### config.mk
export PLATFORM = sky130hd
export DESIGN_NAME = timebase_ctrl
export DESIGN_NICKNAME = d
export VERILOG_FILES = /design/src/rtl/timebase_ctrl.sv
export SDC_FILE = /design/constraint.sdc
export NUM_CORES = 1
export LEC_CHECK = 0
export ABC_AREA = 0
export BUFFER_PORTS_ARGS = -buffer_cell sky130_fd_sc_hd__buf_2
export CORE_ASPECT_RATIO = 1.75
export CORE_UTILIZATION = 55
export DETAILED_ROUTE_END_ITERATION = 10
export HOLD_SLACK_MARGIN = 0.12
export PLACE_DENSITY = 0.74
export SYNTH_ARGS = -nofsm -noshare
export SYNTH_HDL_FRONTEND = slang
export SYNTH_SLANG_ARGS = --single-unit
### constraint.sdc
create_clock -name clock_high_hz -period 16.4 [get_ports clock_high_hz]
set_input_delay 0.82 -clock clock_high_hz [delete_from_list [all_inputs] [get_ports clock_high_hz]]
set_output_delay 0.82 -clock clock_high_hz [all_outputs]
set_load 0.05 [all_outputs]
### src/rtl/timebase_ctrl.sv
// Run/pause scheduler for the divide-by-N timebase: owns the divide counter,
// sequences it from start/stop/manual-step and takes new divisors on period boundaries.
module timebase_ctrl #(
  parameter int               CNT_W   = 28,
  parameter logic [CNT_W-1:0] DIVISOR = 28'd50000000
) (
  input  logic             clock_high_hz,
  input  logic             reset,
  input  logic             start,
  input  logic             stop,
  input  logic             sec_in,
  input  logic             cfg_valid,
  input  logic [CNT_W-1:0] cfg_divisor,
  output logic             cfg_ready,
  output logic             tick,
  output logic             half_tick,
  output logic             clock_1hz,
  output logic             running,
  output logic [15:0]      tick_count
);

  typedef enum logic [1:0] {
    IDLE  = 2'd0,
    RUN   = 2'd1,
    PAUSE = 2'd2
  } state_t;

  localparam logic [CNT_W-1:0] CNT_ZERO = {CNT_W{1'b0}};
  localparam logic [CNT_W-1:0] CNT_ONE  = {{(CNT_W-1){1'b0}}, 1'b1};
  localparam logic [CNT_W-1:0] CNT_TWO  = {{(CNT_W-2){1'b0}}, 2'b10};

  state_t           state_q, state_d;
  logic [CNT_W-1:0] cnt_q, cnt_d;
  logic [CNT_W-1:0] div_q, div_d;
  logic [CNT_W-1:0] pend_div_q, pend_div_d;
  logic             pend_vld_q, pend_vld_d;
  logic             tick_q, tick_d;
  logic             half_q, half_d;
  logic             clk_q, clk_d;
  logic             run_q, run_d;
  logic [15:0]      tcnt_q, tcnt_d;
  logic             sec_q;

  logic             counting_s;
  logic             wrap_s;
  logic             step_s;
  logic             apply_s;
  logic             clear_s;
  logic [CNT_W-1:0] half_s;

  // State transitions; stop wins over start.
  always_comb begin
    state_d = state_q;
    case (state_q)
      IDLE: begin
        if (!stop && start) state_d = RUN;
        else                state_d = IDLE;
      end
      RUN: begin
        if (stop) state_d = PAUSE;
        else      state_d = RUN;
      end
      PAUSE: begin
        if (stop)       state_d = IDLE;
        else if (start) state_d = RUN;
        else            state_d = PAUSE;
      end
      default: state_d = IDLE;
    endcase
  end

  // Counter, divisor hand-over and output next-state.
  always_comb begin
    // The counter only advances while the block stays in RUN across the edge.
    counting_s = (state_q == RUN) && (state_d == RUN);
    wrap_s     = counting_s && (cnt_q == (div_q - CNT_ONE));
    // A manual step is taken only while parked, never on a state change.
    step_s     = sec_in && !sec_q && (state_q != RUN) && (state_d == state_q);
    apply_s    = pend_vld_q && ((state_q != RUN) || wrap_s);
    clear_s    = (state_q == PAUSE) && (state_d == IDLE);

    if (apply_s) div_d = pend_div_q;
    else         div_d = div_q;
    half_s = div_d >> 1;

    if (apply_s || wrap_s)                        cnt_d = CNT_ZERO;
    else if (counting_s)                          cnt_d = cnt_q + CNT_ONE;
    else if ((state_q == IDLE) || (state_d == IDLE)) cnt_d = CNT_ZERO;
    else                                          cnt_d = cnt_q;

    pend_vld_d = pend_vld_q;
    pend_div_d = pend_div_q;
    if (apply_s) begin
      pend_vld_d = 1'b0;
    end else if (cfg_valid && !pend_vld_q) begin
      pend_vld_d = 1'b1;
      pend_div_d = (cfg_divisor < CNT_TWO) ? CNT_TWO : cfg_divisor;
    end else begin
      pend_vld_d = pend_vld_q;
    end

    tick_d = wrap_s || step_s;
    half_d = counting_s && !wrap_s && (cnt_d == half_s);

    if (clear_s)     tcnt_d = 16'd0;
    else if (tick_d) tcnt_d = tcnt_q + 16'd1;
    else             tcnt_d = tcnt_q;

    case (state_d)
      RUN:     clk_d = (cnt_d < half_s);
      PAUSE:   clk_d = clk_q;
      IDLE:    clk_d = 1'b0;
      default: clk_d = 1'b0;
    endcase

    run_d = (state_d == RUN);
  end

  // State and output registers.
  always_ff @(posedge clock_high_hz or posedge reset) begin
    if (reset) begin
      state_q    <= IDLE;
      cnt_q      <= CNT_ZERO;
      div_q      <= DIVISOR;
      pend_div_q <= CNT_ZERO;
      pend_vld_q <= 1'b0;
      tick_q     <= 1'b0;
      half_q     <= 1'b0;
      clk_q      <= 1'b0;
      run_q      <= 1'b0;
      tcnt_q     <= 16'd0;
      sec_q      <= 1'b0;
    end else begin
      state_q    <= state_d;
      cnt_q      <= cnt_d;
      div_q      <= div_d;
      pend_div_q <= pend_div_d;
      pend_vld_q <= pend_vld_d;
      tick_q     <= tick_d;
      half_q     <= half_d;
      clk_q      <= clk_d;
      run_q      <= run_d;
      tcnt_q     <= tcnt_d;
      sec_q      <= sec_in;
    end
  end

  assign cfg_ready  = ~pend_vld_q;
  assign tick       = tick_q;
  assign half_tick  = half_q;
  assign clock_1hz  = clk_q;
  assign running    = run_q;
  assign tick_count = tcnt_q;

endmodule

* Yosys cells after proc, flatten, opt, wreduce, memory -nomap -nowiden *
Index checks and enable logic that the tools add are counted.

operators by class
  add/sub/neg operators = 3
  magnitude comparators = 2
  equal/unequal tests = 8
  multiplexer cells = 15
  bitwise gates (word level) = 2
  reductions and logical operators = 24

operator list
  operator                 number
  $mux W28                 5
  $mux W16                 2
  $add A28 B1 Y28 const B  1
  $eq A28 B27 Y1           1
  $eq A28 B28 Y1           1
  $lt A28 B2 Y1 const B    1
  $lt A28 B27 Y1           1
  $sub A28 B1 Y28 const B  1
  $add A16 B1 Y16 const B  1
  $logic_and A1 B1 Y1      11
  $mux W2                  3
  $pmux W2 S3              1
  $eq A2 B1 Y1 const B     2
  $eq A2 B2 Y1 const B     2
  $logic_not A1 Y1         4
  $logic_not A2 Y1         2
  $logic_or A1 B1 Y1       4
  $reduce_bool A2 Y1       2
  $mux W1                  3
  $eq A2 B2 Y1             1
  $ne A2 B1 Y1 const B     1
  $not A1 Y1               2
  $pmux W1 S2              1
  $reduce_and A2 Y1        1

storage, ports and cells
  register bits = 108
  input port bits = 34
  output and inout bits = 21

* Longest topological paths before layout *
  depth after elaboration = 13
  mapped depth = 24
  gate-level depth less buffers = 21

* Worst setup path after synthesis *
No wires, ideal clock.

  kind = register -> register
  from = register div_q[0]
  to = register clk_q (netlist: clock_1hz)
  library setup time = 0.095 ns
  arrival = 5.197 ns
  path slack = 11.107 ns
  stages on the path, launching flop included = 25
  path buffers = 3
  path through = dfrtp_1 > inv_1 > ha_1 > or4b_1 > buf_2 > or3_1 > clkbuf_1 > or4_1 > a221oi_2 > nand4_1 > nor4_4 > o21ai_1 > buf_2 > mux2_2 > inv_1 > ha_1 > a21o_1 > a21o_1 > a21o_1 > a21oi_1 > nor2_1 > a211oi_1 > o21a_1 > o211ai_1 > o31ai_1

between the ends
  elaborated cells between the ends (all ways) = 10
  those cells by class = add/sub: 1; order compare: 1; eq/ne: 1; mux: 3; reduce/logical: 4

RTL lines
  what                      line  text
  start: declaration        34    logic [CNT_W-1:0] div_q, div_d;
  start signal: assignment  136   div_q <= div_d;
  $sub A28 B1 Y28           76    wrap_s = counting_s && (cnt_q == (div_q - CNT_ONE));
  $eq A28 B28 Y1            76
  $logic_and A1 B1 Y1       76
  $logic_or A1 B1 Y1        79    apply_s = pend_vld_q && ((state_q != RUN) || wrap_s);
  $logic_and A1 B1 Y1       79
  $mux W28                  82    if (apply_s) div_d = pend_div_q;
  named net div_d[14]       34
  $lt A28 B27 Y1            110   RUN: clk_d = (cnt_d < half_s);
  $pmux W1 S2               109   case (state_d)
  end signal: assignment    141   clk_q <= clk_d;
  end: declaration          39    logic clk_q, clk_d;

The timed path passes the listed nets, and every way through them passes these cells.
A chain may end at the register's enable or synchronous reset.

* Final worst setup path *
  from = register div_q[0]
  to = register clk_q (netlist: clock_1hz)

between the ends
  word-level cells in the longest chain between the ends = 9
  elaborated cells between the ends (all ways) = 10
  those cells by class = add/sub: 1; order compare: 1; eq/ne: 1; mux: 3; reduce/logical: 4

ends and longest elaborated chain
  what                   line  text
  $sub A28 B1 Y28 *      76
  $eq A28 B28 Y1 *       76
  $logic_and A1 B1 Y1 *  76
  $logic_or A1 B1 Y1     79
  $logic_and A1 B1 Y1    79
  $logic_or A1 B1 Y1 *   86    if (apply_s || wrap_s) cnt_d = CNT_ZERO;
  $mux W28 *             86
  named net cnt_d[1]     33    logic [CNT_W-1:0] cnt_q, cnt_d;
  $lt A28 B27 Y1 *       110
  $pmux W1 S2 *          109

The timed path passes the listed nets; every way through them passes the cells marked *.

==> out/qor.log <==
qor: timing.setup_viol 0
qor: timing.report.final.slew_viol_count 0
qor: synthesis.edff_count_synth 0
qor: synthesis.synth_top_flop_cell sky130_fd_sc_hd__dfrtp_1
qor: pwr.pwr_total 1.09 mW
qor: synthesis.netlist_instances 689
qor: place.placement.setup.worst_slack 10.14 ns
qor: place.place_congestion 0.998
qor: layout.fin_nets 790
qor: grt.initial_antenna_violation_count 0
qor: pwr.share_comb_of_total_power 36.9%
qor: die.vertical_die_dimension 147 um
qor: die.die_w 84.8 um
qor: cts.clock-root-buffer sky130_fd_sc_hd__clkbuf_16
qor: pwr.clock_power_share 21.6%
qor: synthesis.syn-cell-area 6600 um2
qor: worst_setup_path.path_cells inv_1 -> ha_1 -> or4b_1 -> or3_1 -> or4_1 -> a221oi_2 -> nand4_1 -> nor4_4 -> a21o_1 -> nand2b_1 -> a21oi_1 -> ha_1 -> nor2b_1 -> o21a_1 -> o21ai_0 -> nand2b_1 -> a21oi_1 -> a21boi_0 -> o21a_1 -> o21a_1 -> o31ai_1
qor: worst_setup_path.critical-path-max-stage-delay 0.67 ns
qor: route.drt_pass1_iterations 10
qor: cts.numCtsBuffers 9
qor: timing.timing.final.crit_period 6.26 ns
qor: place.placement.io_buffers 54
qor: pwr.pwr-share-seq 41.4%
qor: layout.layout-drive-gt1-share 18.7%
qor: run.drv.max_cap_violation_count 0
qor: cts.cts_htree_levels 3
qor: worst_setup_path.crit_buf_inv 1
qor: worst_setup_path.critical_path.most_common_cell sky130_fd_sc_hd__o21a_1
qor: die.core.rowCount 52
qor: pwr.cellInternalPower 642 uW
qor: worst_hold_path.min_delay_startpoint pend_div_q[5]$_DFFE_PP0P_
qor: worst_setup_path.setup.worst_path.end_class flop
qor: grt.groute.usage.overall 30.7%
qor: synthesis.yosys_warn_count 0
qor: timing.final.setup_skew 0.0117 ns
qor: cts.clk_transition_reported_paths 0.08 ns
qor: pwr.p_per_area 150 nW/um2
qor: timing.timing.slew.headroom 33.0%
qor: route.route.detailed.vias_per_inst 6.32
qor: layout.areaGrowthSynthToFinish 10.4%
qor: cts.cts.sinks 108
qor: worst_setup_path.criticalPathCategory reg2reg
qor: grt.grt.overflow.total 0
qor: die.ios 55
qor: worst_setup_path.critPathLaunchType flop
qor: worst_hold_path.hp-class reg2reg
qor: status.failed_checks design-rule violations
qor: synthesis.synthesis.area_per_instance 9.57 um2
qor: route.dr_total_vias 5475
qor: synthesis.synth.yosys.seq_area_share 41.2%
qor: synthesis.synth.distinct_cells 58
qor: cts.clk_path_buf_depth 2
qor: cts.cts_hold_repair.buffers 0
qor: status.outcome complete, but fails checks
qor: worst_setup_path.critical-path-top-delay-family simple AND/OR/NAND/NOR gates
qor: worst_setup_path.cpMaxStageDelayCell sky130_fd_sc_hd__a21o_1
qor: route.wire_length_per_cell 21.0 um
qor: timing.setup_repair_after_global_routing_missed_its_margin no
qor: worst_setup_path.critical_path_peak_fanout 22
qor: die.floorplan.die_area 12500 um2
qor: route.drcViolationCount 5
qor: synthesis.synth.ff_latch_count 108
qor: timing.worstMarginPinSlew 0.995 ns
qor: synthesis.synth-async-reset-ratio 100%
qor: cts.post-cts-setup-buffers 0
qor: die.initial_core_util 56.6%
qor: place.dp.final_hpwl 14400 um
qor: route.postRouteWirelength 18200 um
qor: route.ant_nets 0
qor: grt.grt_max_degree 56
qor: die.core 11600 um2
qor: cts.cts_tree yes
qor: grt.grt_pass1_vias 5576
qor: timing.final_hold_viol_count 0
qor: worst_setup_path.critPathRequiredTime 16.67 ns
qor: pwr.vdd_drop_max 0.0881 mV
qor: timing.final_setup_slack_of_the_worst_path 10.14 ns
qor: timing.min_period_over_period 38.2%
qor: cts.clkLatencyLatePin 0.36 ns
qor: worst_setup_path.timing.critical_path.from div_q[0]$_DFFE_PP0N_
qor: pwr.switching_share_of_power 41.3%
qor: timing.final_sum_of_negative_setup_slack 0 ns
qor: cts.postCtsResizedCells 0
qor: timing.fmax 0.160 GHz
qor: route.dr.first_iter.drc_count 206
qor: pwr.power_leakage 3.27 nW
qor: synthesis.synthesis.nets 753
qor: layout.antennaDiodeCount 0
qor: grt.wire_length_of_the_first_global_routing_pass 28800 um
qor: worst_setup_path.worst-endpoint-arrival 6.53 ns
qor: pwr.power.switching 452 uW
qor: worst_setup_path.worst_r2r_startpoint div_q[0]$_DFFE_PP0N_
state kept, by name, summed over array words and instances, names as in the netlist:
| signal | flops |
|---|---|
| clock_1hz | 1 |
| cnt_q | 28 |
| div_q | 28 |
| half_tick | 1 |
| pend_div_q | 28 |
| pend_vld_q | 1 |
| running | 1 |
| sec_q | 1 |
| state_q | 2 |
| tick | 1 |
| tick_count | 16 |
path summary, 6_finish.rpt:
check | endpoint | slack, ns | cells after the start
worst max-delay path | clock_1hz$_DFFE_PP0P_ | 10.14 | 21
worst min-delay path | div_q[5]$_DFF_PP0_ | 0.51 | 2
worst max register to register | clock_1hz$_DFFE_PP0P_ | 10.14 | 21
worst min register to register | div_q[5]$_DFF_PP0_ | 0.51 | 2
max in group asynchronous | cnt_q[14]$_DFF_PP0_ | 14.70 | 3
min in group asynchronous | pend_vld_q$_DFFE_PP0P_ | 0.55 | 2
cell families after synthesis:
logic type | Yosys count | share of synthesized area (%)
and+or+nand+nor | 257 | 21.0
buffers and inverters | 74 | 4.29
AOI/OAI and AO/OA | 114 | 11.8
muxes | 66 | 10.7
DFF | 108 | 41.2
xor gates and xnor gates | 40 | 5.31
adders and majority gates | 30 | 5.69
Yosys cell counts, drive strengths merged, types with 5 or more instances:
library cell | instances | area share [%]
inv | 42 | 2.4
ha | 30 | 5.7
xnor2 | 25 | 3.3
or4 | 10 | 1.1
nand2b | 7 | 0.66
mux2i | 32 | 4.9
mux2 | 34 | 5.8
nand2 | 40 | 2.3
nor2 | 49 | 2.8
o21a | 12 | 1.4
o31ai | 6 | 0.68
and3 | 11 | 1.0
or3 | 20 | 1.9
xor2 | 15 | 2.0
buf | 7 | 0.47
o21ai | 17 | 1.3
dfrtp | 96 | 36
clkbuf | 25 | 1.4
nand3b | 5 | 0.57
dfstp | 12 | 4.8
nand4 | 14 | 1.3
nand3 | 36 | 2.7
o211ai | 10 | 1.1
nor3 | 17 | 1.3
a21o | 10 | 1.1
a211oi | 6 | 0.68
a21oi | 27 | 2.0
or2 | 9 | 0.85
nor4 | 22 | 2.3
worst min-delay path: cells and delay by family (launching register included):
family,cells,cell delay (ns)
buffers and inverters,1,0.06
muxes,1,0.08
DFF,1,0.34
cell usage in the layout, fill, tap and decap left out, types with 7 or more instances in the layout:
cell type and count:
sky130_fd_sc_hd__xor2_1 15, sky130_fd_sc_hd__buf_2 54, sky130_fd_sc_hd__dfrtp_1 96, sky130_fd_sc_hd__inv_1 41, sky130_fd_sc_hd__or3_1 20, sky130_fd_sc_hd__a21oi_1 27, sky130_fd_sc_hd__and3_1 11, sky130_fd_sc_hd__dfstp_2 12
sky130_fd_sc_hd__or2_2 9, sky130_fd_sc_hd__nor3_1 17, sky130_fd_sc_hd__nand2b_1 7, sky130_fd_sc_hd__o21ai_0 16, sky130_fd_sc_hd__nor4_1 21, sky130_fd_sc_hd__o21a_1 12, sky130_fd_sc_hd__mux2i_1 32, sky130_fd_sc_hd__xnor2_1 25
sky130_fd_sc_hd__or4_1 10, sky130_fd_sc_hd__o211ai_1 10, sky130_fd_sc_hd__nor2_1 48, sky130_fd_sc_hd__nand4_1 14, sky130_fd_sc_hd__clkbuf_16 9, sky130_fd_sc_hd__mux2_2 34, sky130_fd_sc_hd__nand2_1 40, sky130_fd_sc_hd__nand3_1 36
sky130_fd_sc_hd__a21o_1 10, sky130_fd_sc_hd__ha_1 30
power groups by stage:
stage          logic (mW)  registers (mW)  clock network [mW]
5_1_grt             0.440           0.462               0.248
6_report            0.404           0.453               0.237
3_5_place_dp        0.401           0.456                   0
4_1_cts             0.405           0.451               0.238
2_1_floorplan       0.300           0.421                   0
3_3_place_gp        0.387           0.452                   0
cell type report:
cell class / instances / area, um2
Clock buffer: 9 / 225
Fill cell: 984 / 4370
Tap cell: 135 / 169
Sequential cell: 108 / 2720
Inverter: 42 / 160
Multi-Input combinational cell: 507 / 3610
Timing Repair Buffer: 58 / 300
Clock inverter: 7 / 97.6
per-layer routing:
metal  vias to the layer above  wire [um]  GRT usage, %  share of wire [%]
li1                       2582          -             -                  -
met1                      2689       6570          31.1                 36
met2                       145       9990          58.2                 55
met3                        59        493          3.99                2.7
met4                         0       1150          18.7                6.3
met5                         -          0             0                  0
through the flow:
step	cells	instance area [um2]	utilization, %	hold slack [ns]
after floorplan	689	6600	-	0.473
after global placement	850	6960	59.7	0.484
final	866	7280	62.5	0.512
after detailed placement	850	6960	59.7	0.498
after CTS	866	7280	62.5	0.514
after global routing	866	7280	62.5	0.521
(Power assumes the default switching activity.)
